## config.mk

```make
export PLATFORM = sky130hd
export DESIGN_NAME = colouring_verifier
export DESIGN_NICKNAME = d
export VERILOG_FILES = /design/src/rtl/colouring_verifier.sv
export SDC_FILE = /design/constraint.sdc
export NUM_CORES = 1
export LEC_CHECK = 0
export BUFFER_PORTS_ARGS = -buffer_cell sky130_fd_sc_hd__buf_2
export CAP_MARGIN = 10
export CORE_ASPECT_RATIO = 0.6
export CORE_MARGIN = 3
export CORE_UTILIZATION = 57
export CTS_BUF_LIST = sky130_fd_sc_hd__clkbuf_16
export CTS_CLUSTER_SIZE = 12
export DETAILED_ROUTE_END_ITERATION = 10
export PLACE_DENSITY = 0.85
export SLEW_MARGIN = 10
export SYNTH_ARGS = -nofsm -noshare
export SYNTH_HDL_FRONTEND = slang
export SYNTH_SLANG_ARGS = --single-unit
```

## constraint.sdc

```tcl
create_clock -name clk -period 4.2 [get_ports clk]
set_input_delay 0 -clock clk [delete_from_list [all_inputs] [get_ports clk]]
set_output_delay 0 -clock clk [all_outputs]
set_load 0.01 [all_outputs]
```

## src/rtl/colouring_verifier.sv

```systemverilog
// colouring_verifier
//   Re-checks a 9-node graph colouring claimed by the upstream solver against
//   the fixed triadic_cascade edge table (15 edges), one edge per cycle, and
//   returns a verdict. It also keeps a saturating ledger of the solver's
//   mu-cost plus EDGE_MU for every edge actually evaluated.
//
// Ports
//   clk, reset_n     clock, asynchronous active-low reset
//   in_valid/ready   claim handshake; in_ready is high only while idle
//   in_success       solver success flag (0 -> verdict code 3 straight away)
//   in_colouring     packed colouring, node k in [2k+1:2k]
//   in_mu_cost       solver mu-cost, added to the ledger on accept
//   verdict_valid    verdict available; held until verdict_ready is sampled
//   verdict_ready    consumer takes the verdict
//   verdict_ok       fail_code == 0
//   fail_code        0 ok, 1 edge conflict, 2 illegal colour, 3 solver failure
//   fail_edge        index of the first conflicting edge (0 unless code 1)
//   mu_ledger        cumulative mu total, saturating, cleared only by reset
//
// Handshake: a transfer happens on a rising edge where valid and ready are
// both high. The producer holds its payload stable while valid is high and
// ready is low; the verdict payload is held the same way.
module colouring_verifier #(
  parameter int EDGE_MU  = 1,
  parameter int LEDGER_W = 16
) (
  input  logic                clk,
  input  logic                reset_n,
  input  logic                in_valid,
  output logic                in_ready,
  input  logic                in_success,
  input  logic [17:0]         in_colouring,
  input  logic [7:0]          in_mu_cost,
  output logic                verdict_valid,
  input  logic                verdict_ready,
  output logic                verdict_ok,
  output logic [1:0]          fail_code,
  output logic [3:0]          fail_edge,
  output logic [LEDGER_W-1:0] mu_ledger
);

  typedef enum logic [1:0] {
    IDLE   = 2'd0,
    RANGE  = 2'd1,
    EDGE   = 2'd2,
    REPORT = 2'd3
  } state_t;

  localparam logic [3:0] LAST_EDGE = 4'd14;

  state_t                state;
  state_t                state_n;
  logic [17:0]           col_q;
  logic [3:0]            idx;
  logic [3:0]            idx_n;
  logic                  load_verdict;
  logic [1:0]            code_n;
  logic [3:0]            fedge_n;
  logic                  add_en;
  logic [LEDGER_W-1:0]   addend;
  logic [LEDGER_W:0]     sum;
  logic [3:0]            node_a;
  logic [3:0]            node_b;
  logic [1:0]            col_a;
  logic [1:0]            col_b;
  logic                  any_illegal;

  // Edge ROM: endpoints of edge idx, in fixed evaluation order.
  always_comb begin
    node_a = 4'd0;
    node_b = 4'd0;
    case (idx)
      4'd0:    begin node_a = 4'd0; node_b = 4'd1; end
      4'd1:    begin node_a = 4'd0; node_b = 4'd2; end
      4'd2:    begin node_a = 4'd1; node_b = 4'd2; end
      4'd3:    begin node_a = 4'd1; node_b = 4'd3; end
      4'd4:    begin node_a = 4'd2; node_b = 4'd3; end
      4'd5:    begin node_a = 4'd0; node_b = 4'd4; end
      4'd6:    begin node_a = 4'd2; node_b = 4'd4; end
      4'd7:    begin node_a = 4'd0; node_b = 4'd5; end
      4'd8:    begin node_a = 4'd1; node_b = 4'd5; end
      4'd9:    begin node_a = 4'd4; node_b = 4'd6; end
      4'd10:   begin node_a = 4'd5; node_b = 4'd6; end
      4'd11:   begin node_a = 4'd3; node_b = 4'd7; end
      4'd12:   begin node_a = 4'd5; node_b = 4'd7; end
      4'd13:   begin node_a = 4'd3; node_b = 4'd8; end
      4'd14:   begin node_a = 4'd4; node_b = 4'd8; end
      default: begin node_a = 4'd0; node_b = 4'd0; end
    endcase
  end

  assign col_a = col_q[{node_a, 1'b0} +: 2];
  assign col_b = col_q[{node_b, 1'b0} +: 2];

  // Colour 3 is not a legal colour; all nine fields are checked at once.
  always_comb begin
    any_illegal = 1'b0;
    for (int k = 0; k < 9; k++) begin
      if (col_q[2*k +: 2] == 2'b11) any_illegal = 1'b1;
    end
  end

  assign in_ready      = (state == IDLE);
  assign verdict_valid = (state == REPORT);

  always_comb begin
    state_n      = state;
    idx_n        = idx;
    load_verdict = 1'b0;
    code_n       = fail_code;
    fedge_n      = fail_edge;
    add_en       = 1'b0;
    addend       = '0;
    case (state)
      IDLE: begin
        if (in_valid) begin
          add_en = 1'b1;
          addend = LEDGER_W'(in_mu_cost);
          if (in_success) begin
            state_n = RANGE;
          end else begin
            state_n      = REPORT;
            load_verdict = 1'b1;
            code_n       = 2'd3;
            fedge_n      = 4'd0;
          end
        end
      end
      RANGE: begin
        if (any_illegal) begin
          state_n      = REPORT;
          load_verdict = 1'b1;
          code_n       = 2'd2;
          fedge_n      = 4'd0;
        end else begin
          state_n = EDGE;
          idx_n   = 4'd0;
        end
      end
      EDGE: begin
        add_en = 1'b1;
        addend = LEDGER_W'(EDGE_MU);
        if (col_a == col_b) begin
          state_n      = REPORT;
          load_verdict = 1'b1;
          code_n       = 2'd1;
          fedge_n      = idx;
        end else if (idx == LAST_EDGE) begin
          state_n      = REPORT;
          load_verdict = 1'b1;
          code_n       = 2'd0;
          fedge_n      = 4'd0;
        end else begin
          idx_n = idx + 4'd1;
        end
      end
      REPORT: begin
        if (verdict_ready) state_n = IDLE;
      end
      default: state_n = IDLE;
    endcase
  end

  // One extra bit catches the carry so the ledger clamps instead of wrapping.
  assign sum = {1'b0, mu_ledger} + {1'b0, addend};

  always_ff @(posedge clk or negedge reset_n) begin
    if (!reset_n) begin
      state      <= IDLE;
      idx        <= 4'd0;
      col_q      <= '0;
      verdict_ok <= 1'b0;
      fail_code  <= 2'd0;
      fail_edge  <= 4'd0;
      mu_ledger  <= '0;
    end else begin
      state <= state_n;
      idx   <= idx_n;
      if (state == IDLE && in_valid) col_q <= in_colouring;
      if (load_verdict) begin
        verdict_ok <= (code_n == 2'd0);
        fail_code  <= code_n;
        fail_edge  <= fedge_n;
      end
      if (add_en) mu_ledger <= sum[LEDGER_W] ? '1 : sum[LEDGER_W-1:0];
    end
  end

endmodule

```

# Word-level counts from Yosys, hierarchy flattened
# Memories as Yosys holds them, arrays and structs flattened.
# Index checks and enable logic that the tools add are counted.
[word_totals]
register_bits = 47
ramBits = 0
n_memories = 1
rom_bits = 112
latch_bits = 0
[op_classes]
add_sub_neg = 2
div = 0
shifts = 2
n_mul = 0
n_lt_le_gt_ge = 0
eq_ne = 22
n_reduce_logical = 8
n_bitwise = 0
mux = 43
[mem_list]
columns = ["memory", "words", "width", "rd", "rd_ports_with_merged_regs", "write_ports", "line", "source"]
rows = [
  ["(no name shown)", 16, 7, 1, 0, 0, "72", "case (idx)"],
]
[ops]
columns = ["op", "n"]
rows = [
  ["$shiftx 18x6->2", 2],
  ["$mux 4", 8],
  ["$eq 2x2->1 const B", 11],
  ["$mux 2", 10],
  ["$add 16x16->17", 1],
  ["$mux 1", 16],
  ["$mux 16", 1],
  ["$pmux 8 s2", 1],
  ["$ne 2x2->1 const B", 6],
  ["$pmux 4 s3", 1],
  ["$mux 8", 1],
  ["$pmux 2 s4", 1],
  ["$pmux 4 s2", 1],
  ["$pmux 2 s3", 1],
  ["$reduce_and 6->1", 1],
  ["$add 4x1->4 const B", 1],
  ["$eq 4x4->1 const B", 1],
  ["$logic_not 2->1", 2],
  ["$reduce_and 4->1", 1],
  ["$ne 3x3->1 const B", 1],
  ["$pmux 1 s3", 1],
  ["$reduce_and 3->1", 1],
  ["$reduce_bool 3->1", 1],
  ["$eq 2x1->1 const B", 1],
  ["5 further kinds", 5],
]

# Logic depth before layout (Yosys ltp)
# Gate-level depths: netlist of the first run.
[logic_depth]
ltp_word = 13
mapped_depth = 17

# Worst setup path after synthesis of the first run
# Ideal clock, no wire load.
[synth_path]
path_kind = "register -> register"
startpoint = "register state[0]"
endpoint = "register mu_ledger[12]"
period_less_slack_ps = 3482
setup_slack_ps = 718
arrival_time_ps = 3357
setup_time_ps = 125
path_buffers = 1
path_stages_with_launch = 18
cell_sequence = "dfrtp_1 -> inv_1 -> ha_1 -> clkbuf_1 -> nand3_1 -> nand2_1 -> ha_1 -> inv_1 -> fa_1 -> nor2b_1 -> o21ai_0 -> a21boi_0 -> o21ai_0 -> a21boi_0 -> o21ai_0 -> a21oi_1 -> nand3_1 -> mux2_2"
[synth_via]
elab_chain_len = 4
word_cells_on_any_way = 6
[synth_rtl]
columns = ["item", "line", "source"]
rows = [
  ["start, declared", "51", "state_t state;"],
  ["start signal, assigned", "177", "state <= state_n;"],
  ["$logic_not 2->1 (*)", "--", ""],
  ["named net in_ready", "30", "output logic in_ready,"],
  ["$pmux 8 s2", "114", "case (state)"],
  ["$add 16x16->17", "165", "assign sum = {1'b0, mu_ledger} + {1'b0, addend};"],
  ["$mux 16", "185", "if (add_en) mu_ledger <= sum[LEDGER_W] ? '1 : sum[LEDGER_W-1:0];"],
  ["end signal, assigned", "185", ""],
  ["end, declared", "39", "output logic [LEDGER_W-1:0] mu_ledger"],
]
# Mark *: on every way through the listed nets, which the timed path passes. The rest lies on a longest branch.
# A chain may end at the register's enable or synchronous reset.

# Final worst setup path of the first run
[layout_path]
startpoint = "register idx[0]"
endpoint = "register fail_code[0]"
[layout_via]
elab_chain_len = 5
word_cells_on_any_way = 11
[layout_rtl]
columns = ["item", "line", "source"]
rows = [
  ["start, declared", "54", "logic [3:0] idx;"],
  ["start signal, assigned", "178", "idx <= idx_n;"],
  ["$mem_v2 16x7", "--", ""],
  ["$shiftx 18x6->2, on equally long branches", "92, 93", ""],
  ["$eq 2x2->1", "143", "if (col_a == col_b) begin"],
  ["$mux 2 or $mux 1 (tied branches)", "143", ""],
  ["$pmux 2 s3 or $pmux 1 s3 (tied branches)", "114", ""],
  ["end signal, assigned", "182", "fail_code <= code_n;"],
  ["end, declared", "37", "output logic [1:0] fail_code,"],
]
# Parallel ways exist; a longest one is shown, timed or not.

==> results of run 1 <==
synthesized netlist by cell type (2+ instances only):
master	n
a211oi_1	4
a21boi_0	3
a21o_1	4
a21oi_1	20
a221oi_1	2
a22oi_1	2
a2bb2oi_1	3
a31oi_1	5
and2_1	4
and2_2	2
and3_1	11
and3b_1	2
and3b_2	2
buf_2	2
buf_6	2
clkbuf_1	6
clkbuf_2	2
dfrtp_1	47
ha_1	18
inv_1	27
mux2_2	24
mux2i_1	11
nand2_1	31
nand2b_1	5
nand3_1	12
nor2_1	21
nor2b_1	4
nor3_1	8
nor3b_1	2
o211a_1	3
o21ai_0	19
o22a_1	7
o22ai_1	3
o31ai_1	4
o32ai_1	2
or2_2	2
or3b_2	2
xnor2_1	8
power by group:
| part | switching [mW] | leakage (nW) | total, mW | internal, mW |
|---|---|---|---|---|
| clock network | 0.168 | 0.0762 | 0.384 | 0.216 |
| registers | 0.233 | 0.576 | 0.866 | 0.634 |
| logic | 0.875 | 1.24 | 1.62 | 0.743 |
| total | 1.28 | 1.89 | 2.87 | 1.59 |
worst paths after layout:
check	startpoint	endpoint	slack, ns	cells past startpoint
max in group asynchronous	reset_n	fail_edge[2]	3.07	2
worst max register to register	idx[0]	fail_code[0]	0.39	11
min in group asynchronous	reset_n	mu_ledger[4]	0.46	2
worst min register to register	fail_edge[1]	fail_edge[1]	0.53	2
worst min-delay path	verdict_ready	state[1]	0.17	4
worst max-delay path	idx[0]	fail_code[0]	0.39	11
state kept, by name, summed over array words and instances, names as in the netlist:
name,flops
fail_code,2
col_q,18
mu_ledger,16
state,2
verdict_ok,1
idx,4
fail_edge,4
final cells by class:
type / count / area (um2)
Inverter: 27 / 101
Clock buffer: 5 / 125
Clock inverter: 3 / 12.5
Fill cell: 408 / 1380
Timing Repair Buffer: 76 / 480
Multi-Input combinational cell: 272 / 1980
Tap cell: 77 / 96.3
Sequential cell: 47 / 1180
per-layer routing:
layer  share of wire  up-vias  track usage
met5               0        -            0
met2            0.42      192        0.411
met4           0.012        0       0.0524
met3            0.12       20       0.0795
li1                -     1432            -
met1            0.45     1495        0.396
cell families (layout without fill, tap and decap cells):
family | count (synthesis) | in the layout
flops | 47 | 47
xor+xnor | 8 | 8
mux | 35 | 35
simple gates | 115 | 115
compound gates | 95 | 95
buf+inv | 40 | 111
fa+ha+maj | 19 | 19
per-stage QoR:
step,utilization,cells,setup WS (ns),power (mW)
2_1_floorplan,-,359,0.718,1.98
3_3_place_gp,0.681,480,0.640,2.35
3_5_place_dp,0.681,480,0.471,2.42
4_1_cts,0.742,507,0.429,2.82
5_1_grt,0.742,507,0.0988,3.06
6_report,0.742,507,0.389,2.87
what timing repair did:
action,CTS,global route
buffers inserted,0,0
endpoints found under the hold margin,65,0
hold buffers,19,0
tightest hold or removal path: stages:
cell and delay, ns:
buf_2 0.08, o22ai_1 0.09, a21oi_4 0.15, mux2i_1 0.09
==> flow_metrics.tcl, run 1 <==
set metrics [dict create \
    status "finished, final reports clean" \
    setup-violations-final 0 \
    synth_cells 359 \
    crit_fanout 12 \
    max_freq_mhz 262 \
    fin_skew_ns 0.00617 \
    wirelength_um 8990 \
    synth_cell_types 61 \
    start_kind "flip-flop" \
    synthAdderAreaFrac 0.0736 \
    critPathSlowestCell "dfrtp_1" \
    hold_path.class "primary input to flip-flop" \
    critPathArrivalTime_ns 3.99 \
    area_growth_pct 19.3 \
    fin_tns_setup_ns 0 \
    period_share 0.907 \
    grt_pass1_vias 3021 \
    final_cell_area_um2 3970 \
    grt_pass1_wl_um 15100 \
    yosysTopAreaCell "dfrtp_1" \
    crit_required_ns 4.38 \
    die_h_um 65.2 \
    maxSlewHeadroom 0.285 \
    synth-compound-area-share 0.201 \
    cts_made_buffers 5 \
    n_antenna_cell 0 \
    yosys_warnings 0 \
    drc 0 \
    mostFrequentLayoutCells "buf_2 (55), dfrtp_1 (47), nand2_1 (31)" \
    synthArstFlopShare 1.00 \
    worst-slew-pin-transition_ns 1.07 \
    drive_above_1_share 0.237 \
    dpl_cell_area_um2 3650 \
    grt_max_degree 48 \
    ys_seq_area_frac 0.353 \
    slowest_delay_ns 0.55 \
    critPathKind "flip-flop to flip-flop" \
    dpl.hpwl_um 6490 \
    cap_violations 0 \
    syn_area_per_cell_um2 9.28 \
    synth_area_leaders "dfrtp_1 (35%), mux2_2 (8.1%), ha_1 (6.8%), nand2_1 (3.5%), mux2i_1 (3.3%)" \
    cts_root_buffer "clkbuf_16" \
    cts_resized 0 \
    vias_per_cell 6.19 \
    vdd_ir_drop_max_v 0.000464 \
    overflow 0 \
    crit_buf_inv 1 \
    synth_edf_count 0 \
    clk_pin_slew_ns 0.07 \
    cp_common_cell "mux2_2" \
    fin_crit_ns 3.81 \
    coreArea_um2 5360 \
    start_util 0.622 \
    yosys.area_share.simple 0.186 \
    clockBufferDepth 2 \
    dr.pass1.iters 5 \
    whs_ns 0.170 \
    cp_top_family "compound AO/OA/AOI/OAI gates" \
    power.density_nw_per_um2 722 \
    antenna_found_initial 0 \
    endpoint_kind "flip-flop" \
    clock_sinks 47 \
    synthesis.area_um2 3330 \
    drv_slew 0 \
    muxShareOfSynthArea 0.114 \
    cts_tree "yes" \
    ant_nets 0 \
    grt_setup_unrepaired "false" \
    wire_per_inst_um 17.7 \
    cts.htree.levels 2 \
    syn-num-nets 409 \
    drt-initial-drc-count 346 \
    clock_latency_ns 0.29 \
    ys_ff_latch 47 \
    leakage_nw 1.89 \
    synth_top_cell_area_share 0.353 \
    synthFlopType "dfrtp_1" \
    io_pins 56 \
    path_cells "inv_1 -> ha_1 -> a21boi_2 -> mux2_2 -> a221o_1 -> a21o_1 -> nor3_1 -> nor4_1 -> and2_1 -> or2_2 -> mux2_2" \
    vias 3139 \
    final_common_cell "buf_2" \
    fin_nets 479 \
    io_buffers 55 \
    die_w_um 105 \
    gp_congestion 0.997 \
    hold_viol 0 \
    row_count 20 \
    die_area_um2 6830 \
    grt.total_usage 0.274 \
    synth_top_family_by_area "compound AO/OA/AOI/OAI gates" \
    synthXorXnorAreaFrac 0.0210 \
]
Power figures use the tool's default switching activity.
==> run 2: changes to the inputs <==
Clock period 4.2 ns to 3.65 ns, I/O delays scaled along.
==> flow_metrics.tcl, run 2 (synthesis gave the netlist of run 1 again) <==
set metrics [dict create \
    path_cells "inv_1 -> ha_1 -> a21boi_2 -> buf_4 -> o21ai_0 -> or3b_2 -> a21oi_1 -> a21boi_0 -> o41a_4 -> nand2_2 -> a21oi_1 -> mux2_2" \
    whs_ns 0.114 \
    crit_required_ns 3.83 \
    worst-slew-pin-transition_ns 1.05 \
    crit_fanout 8 \
    cap_violations 0 \
    grt_pass1_wl_um 15400 \
    endpoint_kind "flip-flop" \
    die_area_um2 6830 \
    max_freq_mhz 291 \
    final_cells 517 \
    period_share 0.943 \
    die_h_um 65.2 \
    grt.total_usage 0.282 \
    start_kind "flip-flop" \
    maxSlewHeadroom 0.301 \
    start_util 0.622 \
    hold_depth 4 \
    fin_skew_ns 0.00302 \
    critPathKind "flip-flop to flip-flop" \
    largest-register "col_q" \
    coreArea_um2 5360 \
    cts.htree.levels 2 \
    cts_root_buffer "clkbuf_16" \
    overflow 0 \
    fin_crit_ns 3.44 \
    fin_nets 489 \
    leakage_nw 1.95 \
    gp_congestion 0.981 \
    setup-violations-final 0 \
    dpl.hpwl_um 6810 \
    mostFrequentLayoutCells "buf_2 (55), dfrtp_1 (47), nand2_1 (31)" \
    min_from "in_success" \
    slowest_delay_ns 0.55 \
    power.density_nw_per_um2 829 \
    clockBufferDepth 2 \
    wirelength_um 9060 \
    rr_worst_depth 12 \
    largest_register_ffs 18 \
    clock_latency_ns 0.29 \
    wire_per_inst_um 17.5 \
    final_cell_area_um2 4070 \
    grt_pass1_vias 3071 \
    r2r-end "fail_code[1]" \
    area_growth_pct 22.3 \
    hold_path.class "primary input to flip-flop" \
    top_regs "col_q (18), mu_ledger (16)" \
    drive_above_1_share 0.268 \
    cts_tree "yes" \
    io_pins 56 \
    clock_sinks 47 \
    fin_tns_setup_ns 0 \
    hold_viol 0 \
    p_total_mw 3.38 \
    clk_pin_slew_ns 0.07 \
    die_w_um 105 \
    reg2reg_setup_slack_ns 0.21 \
    postCtsSetupBuffers 0 \
    drt-initial-drc-count 398 \
    grt_setup_unrepaired "false" \
    io_buffers 55 \
    status "finished, final reports clean" \
    cts_made_buffers 5 \
    r2r_start "idx[1]" \
    dr.pass1.iters 6 \
    row_count 20 \
    critPathArrivalTime_ns 3.62 \
    dp.cells 490 \
    cp_common_cell "a21oi_1" \
    dpl_cell_area_um2 3720 \
    final_common_cell "buf_2" \
    hold_path_end "state[1]" \
    vdd_ir_drop_max_v 0.000518 \
    drv_slew 0 \
    drc 0 \
    n_antenna_cell 0 \
    critPathSlowestCell "o41a_4" \
    vias 3159 \
    antenna_found_initial 0 \
    vias_per_cell 6.11 \
    grt_max_degree 48 \
    ant_nets 0 \
]
run 2: cell type report:
type,count,area (um2)
Sequential cell,47,1180
Inverter,27,101
Tap cell,77,96.3
Fill cell,378,1280
Clock buffer,5,125
Multi-Input combinational cell,272,2000
Clock inverter,3,22.5
Timing Repair Buffer,86,556
run 2: worst max path at each step:
stage	cells past startpoint	endpoint	start
3_5_place_dp	16	mu_ledger[12]	state[0]
3_3_place_gp	16	mu_ledger[12]	state[0]
4_1_cts	16	mu_ledger[12]	state[0]
6_report	12	fail_code[1]	idx[1]
2_1_floorplan	17	mu_ledger[12]	state[0]
5_1_grt	9	fail_code[1]	idx[3]
run 2: layer usage:
metal / vias to the layer above / global-route usage / share of wire
met1: 1494 / 0.421 / 0.47
li1: 1451 / - / -
met2: 196 / 0.412 / 0.41
met3: 18 / 0.0716 / 0.11
met4: 0 / 0.0589 / 0.0099
met5: - / 0 / 0
run 2: what timing repair did:
item / CTS / global route
hold buffers: 19 / 0
endpoints found under the hold margin: 65 / 0
resized for setup: 0 / 7
setup endpoints to repair: 0 / 19
run 2: where the power goes:
group | total [mW] | switching (mW) | internal, mW
clock network | 0.472 | 0.214 | 0.258
registers | 0.968 | 0.240 | 0.729
logic | 1.94 | 1.04 | 0.894
run 2: critical path, delay by kind of cell (launching register included):
| family | cells | cell delay [ns] |
|---|---|---|
| buf+inv | 2 | 0.34 |
| mux | 1 | 0.27 |
| compound gates | 6 | 1.29 |
| fa+ha+maj | 1 | 0.38 |
| flops | 1 | 0.47 |
| simple gates | 2 | 0.58 |
run 2: through the flow:
stage                util  setup WS, ns
floorplan               -         0.168
global placement    0.695         0.293
detailed placement  0.695         0.109
CTS                 0.758        0.0992
global route        0.761        0.0251
finish              0.761         0.210
==> run 3: changes to the inputs <==
Settings changed: CORE_UTILIZATION 57 to 45, PLACE_DENSITY 0.85 to 0.7.
==> flow_metrics.tcl, run 3 (synthesis gave the netlist of run 1 again) <==
set metrics [dict create \
    endpoint_kind "flip-flop" \
    crit_fanout 8 \
    pwr-share-seq 0.280 \
    critPathArrivalTime_ns 3.61 \
    io_buffers 55 \
    r2r_start "idx[0]" \
    comb_power_share 0.549 \
    clk_pin_slew_ns 0.07 \
    grt.total_usage 0.213 \
    drv_slew 0 \
    die_w_um 117 \
    fin_crit_ns 3.43 \
    cts.htree.levels 2 \
    area_growth_pct 24.0 \
    power.density_nw_per_um2 835 \
    io_pins 56 \
    dpl.hpwl_um 6530 \
    row_count 23 \
    hold_depth 4 \
    fin_skew_ns 0.00414 \
    coreArea_um2 6940 \
    grt_pass1_vias 2725 \
    seq_area_um2 1180 \
    min_from "in_success" \
    antenna_found_initial 0 \
    maxSlewHeadroom 0.279 \
    crit_required_ns 3.82 \
    largest_register_ffs 18 \
    critPathKind "flip-flop to flip-flop" \
    setup-violations-final 0 \
    r2r-end "fail_code[1]" \
    grt_max_degree 48 \
    status "finished, final reports clean" \
    cts_made_buffers 5 \
    drive_above_1_share 0.259 \
    leakage_nw 1.96 \
    start_util 0.480 \
    wire_per_inst_um 15.9 \
    start_kind "flip-flop" \
    vias_per_cell 5.58 \
    postCtsSetupBuffers 0 \
    switching_share 0.418 \
    overflow 0 \
    vdd_ir_drop_max_v 0.000419 \
    cts_tree "yes" \
    die_area_um2 8510 \
    drc 0 \
    hold_path.class "primary input to flip-flop" \
    hold_viol 0 \
    utilization 0.596 \
    rr_worst_depth 12 \
    clock_latency_ns 0.29 \
    cap_violations 0 \
    p_sw_mw 1.44 \
    max_freq_mhz 291 \
    clock_sinks 47 \
    whs_ns 0.148 \
    p_int_mw 2.01 \
    clockBufferDepth 2 \
    ant_nets 0 \
    multi_input_area_um2 1990 \
    worst-slew-pin-transition_ns 1.08 \
    period_share 0.940 \
    vias 3013 \
    hold_path_end "state[1]" \
    final_common_cell "buf_2" \
    grt_setup_unrepaired "false" \
    wirelength_um 8580 \
    dr.pass1.iters 6 \
    n_antenna_cell 0 \
    grt_pass1_wl_um 14200 \
    fin_nets 489 \
    n_fill_cell 585 \
    power_frac_clock 0.172 \
    cts_root_buffer "clkbuf_16" \
    top_regs "col_q (18), mu_ledger (16)" \
    reg2reg_setup_slack_ns 0.22 \
    p_total_mw 3.45 \
    drt-initial-drc-count 286 \
    largest-register "col_q" \
    finalWorstSetupSlack_ns 0.219 \
    dpl_worst_slack_ns 0.241 \
    gp_congestion 1.02 \
    fin_tns_setup_ns 0 \
    die_h_um 72.7 \
    mostFrequentLayoutCells "buf_2 (55), dfrtp_1 (47), nand2_1 (31)" \
]
-- run 3: area by class of cell --
type,count,share of cell area
repair buffers,86,0.134
inverters,27,0.0245
clock buffers,5,0.0303
flip-flops and latches,47,0.285
well taps,100,0.0303
multi-input cells,272,0.480
clock inverters,3,0.0154
-- run 3: how the worst max path moves through the flow --
stage,from,to,slack (ns),cells past startpoint
floorplan,state[0],mu_ledger[12],0.17,17
global placement,idx[1],fail_code[1],0.20,11
detailed placement,idx[1],fail_code[1],0.24,11
CTS,idx[1],fail_code[1],0.23,11
global route,state[0],mu_ledger[12],0.08,16
finish,idx[0],fail_code[1],0.22,12
-- run 3: stage by stage --
step / area [um2] / std cells
2_1_floorplan: 3330 / 359
3_3_place_gp: 3750 / 513
3_5_place_dp: 3750 / 513
4_1_cts: 4130 / 540
5_1_grt: 4130 / 540
6_report: 4130 / 540
-- run 3: power groups by stage --
stage,logic (mW),clock network (mW),registers [mW]
after floorplan,1.36,0,0.924
after global placement,1.81,0,0.959
after detailed placement,1.85,0,0.962
after CTS,1.87,0.606,0.953
after global routing,2.09,0.627,0.993
final,1.89,0.592,0.965
-- run 3: critical path: stages, from the launching register on --
cell and delay, ns:
dfrtp_1 0.44, inv_1 0.11, ha_1 0.38, a21boi_2 0.20, buf_4 0.20, o21ai_0 0.15, or3b_2 0.45, a21oi_1 0.19
a21boi_0 0.16, o41a_4 0.54, nand2_2 0.13, a21oi_1 0.10, mux2_2 0.28
-- run 3: what timing repair did --
action / 4_1_cts / 5_1_grt
resized for setup: 0 / 2
endpoints found under the hold margin: 65 / 0
hold buffers: 19 / 0
endpoints found under the setup margin: 0 / 9
-- run 3: metal layers --
| layer | vias up | part of all wire | GRT usage |
|---|---|---|---|
| li1 | 1455 | - | - |
| met1 | 1410 | 0.53 | 0.365 |
| met2 | 139 | 0.37 | 0.263 |
| met3 | 9 | 0.084 | 0.0414 |
| met4 | 0 | 0.011 | 0.0471 |
| met5 | - | 0 | 0 |
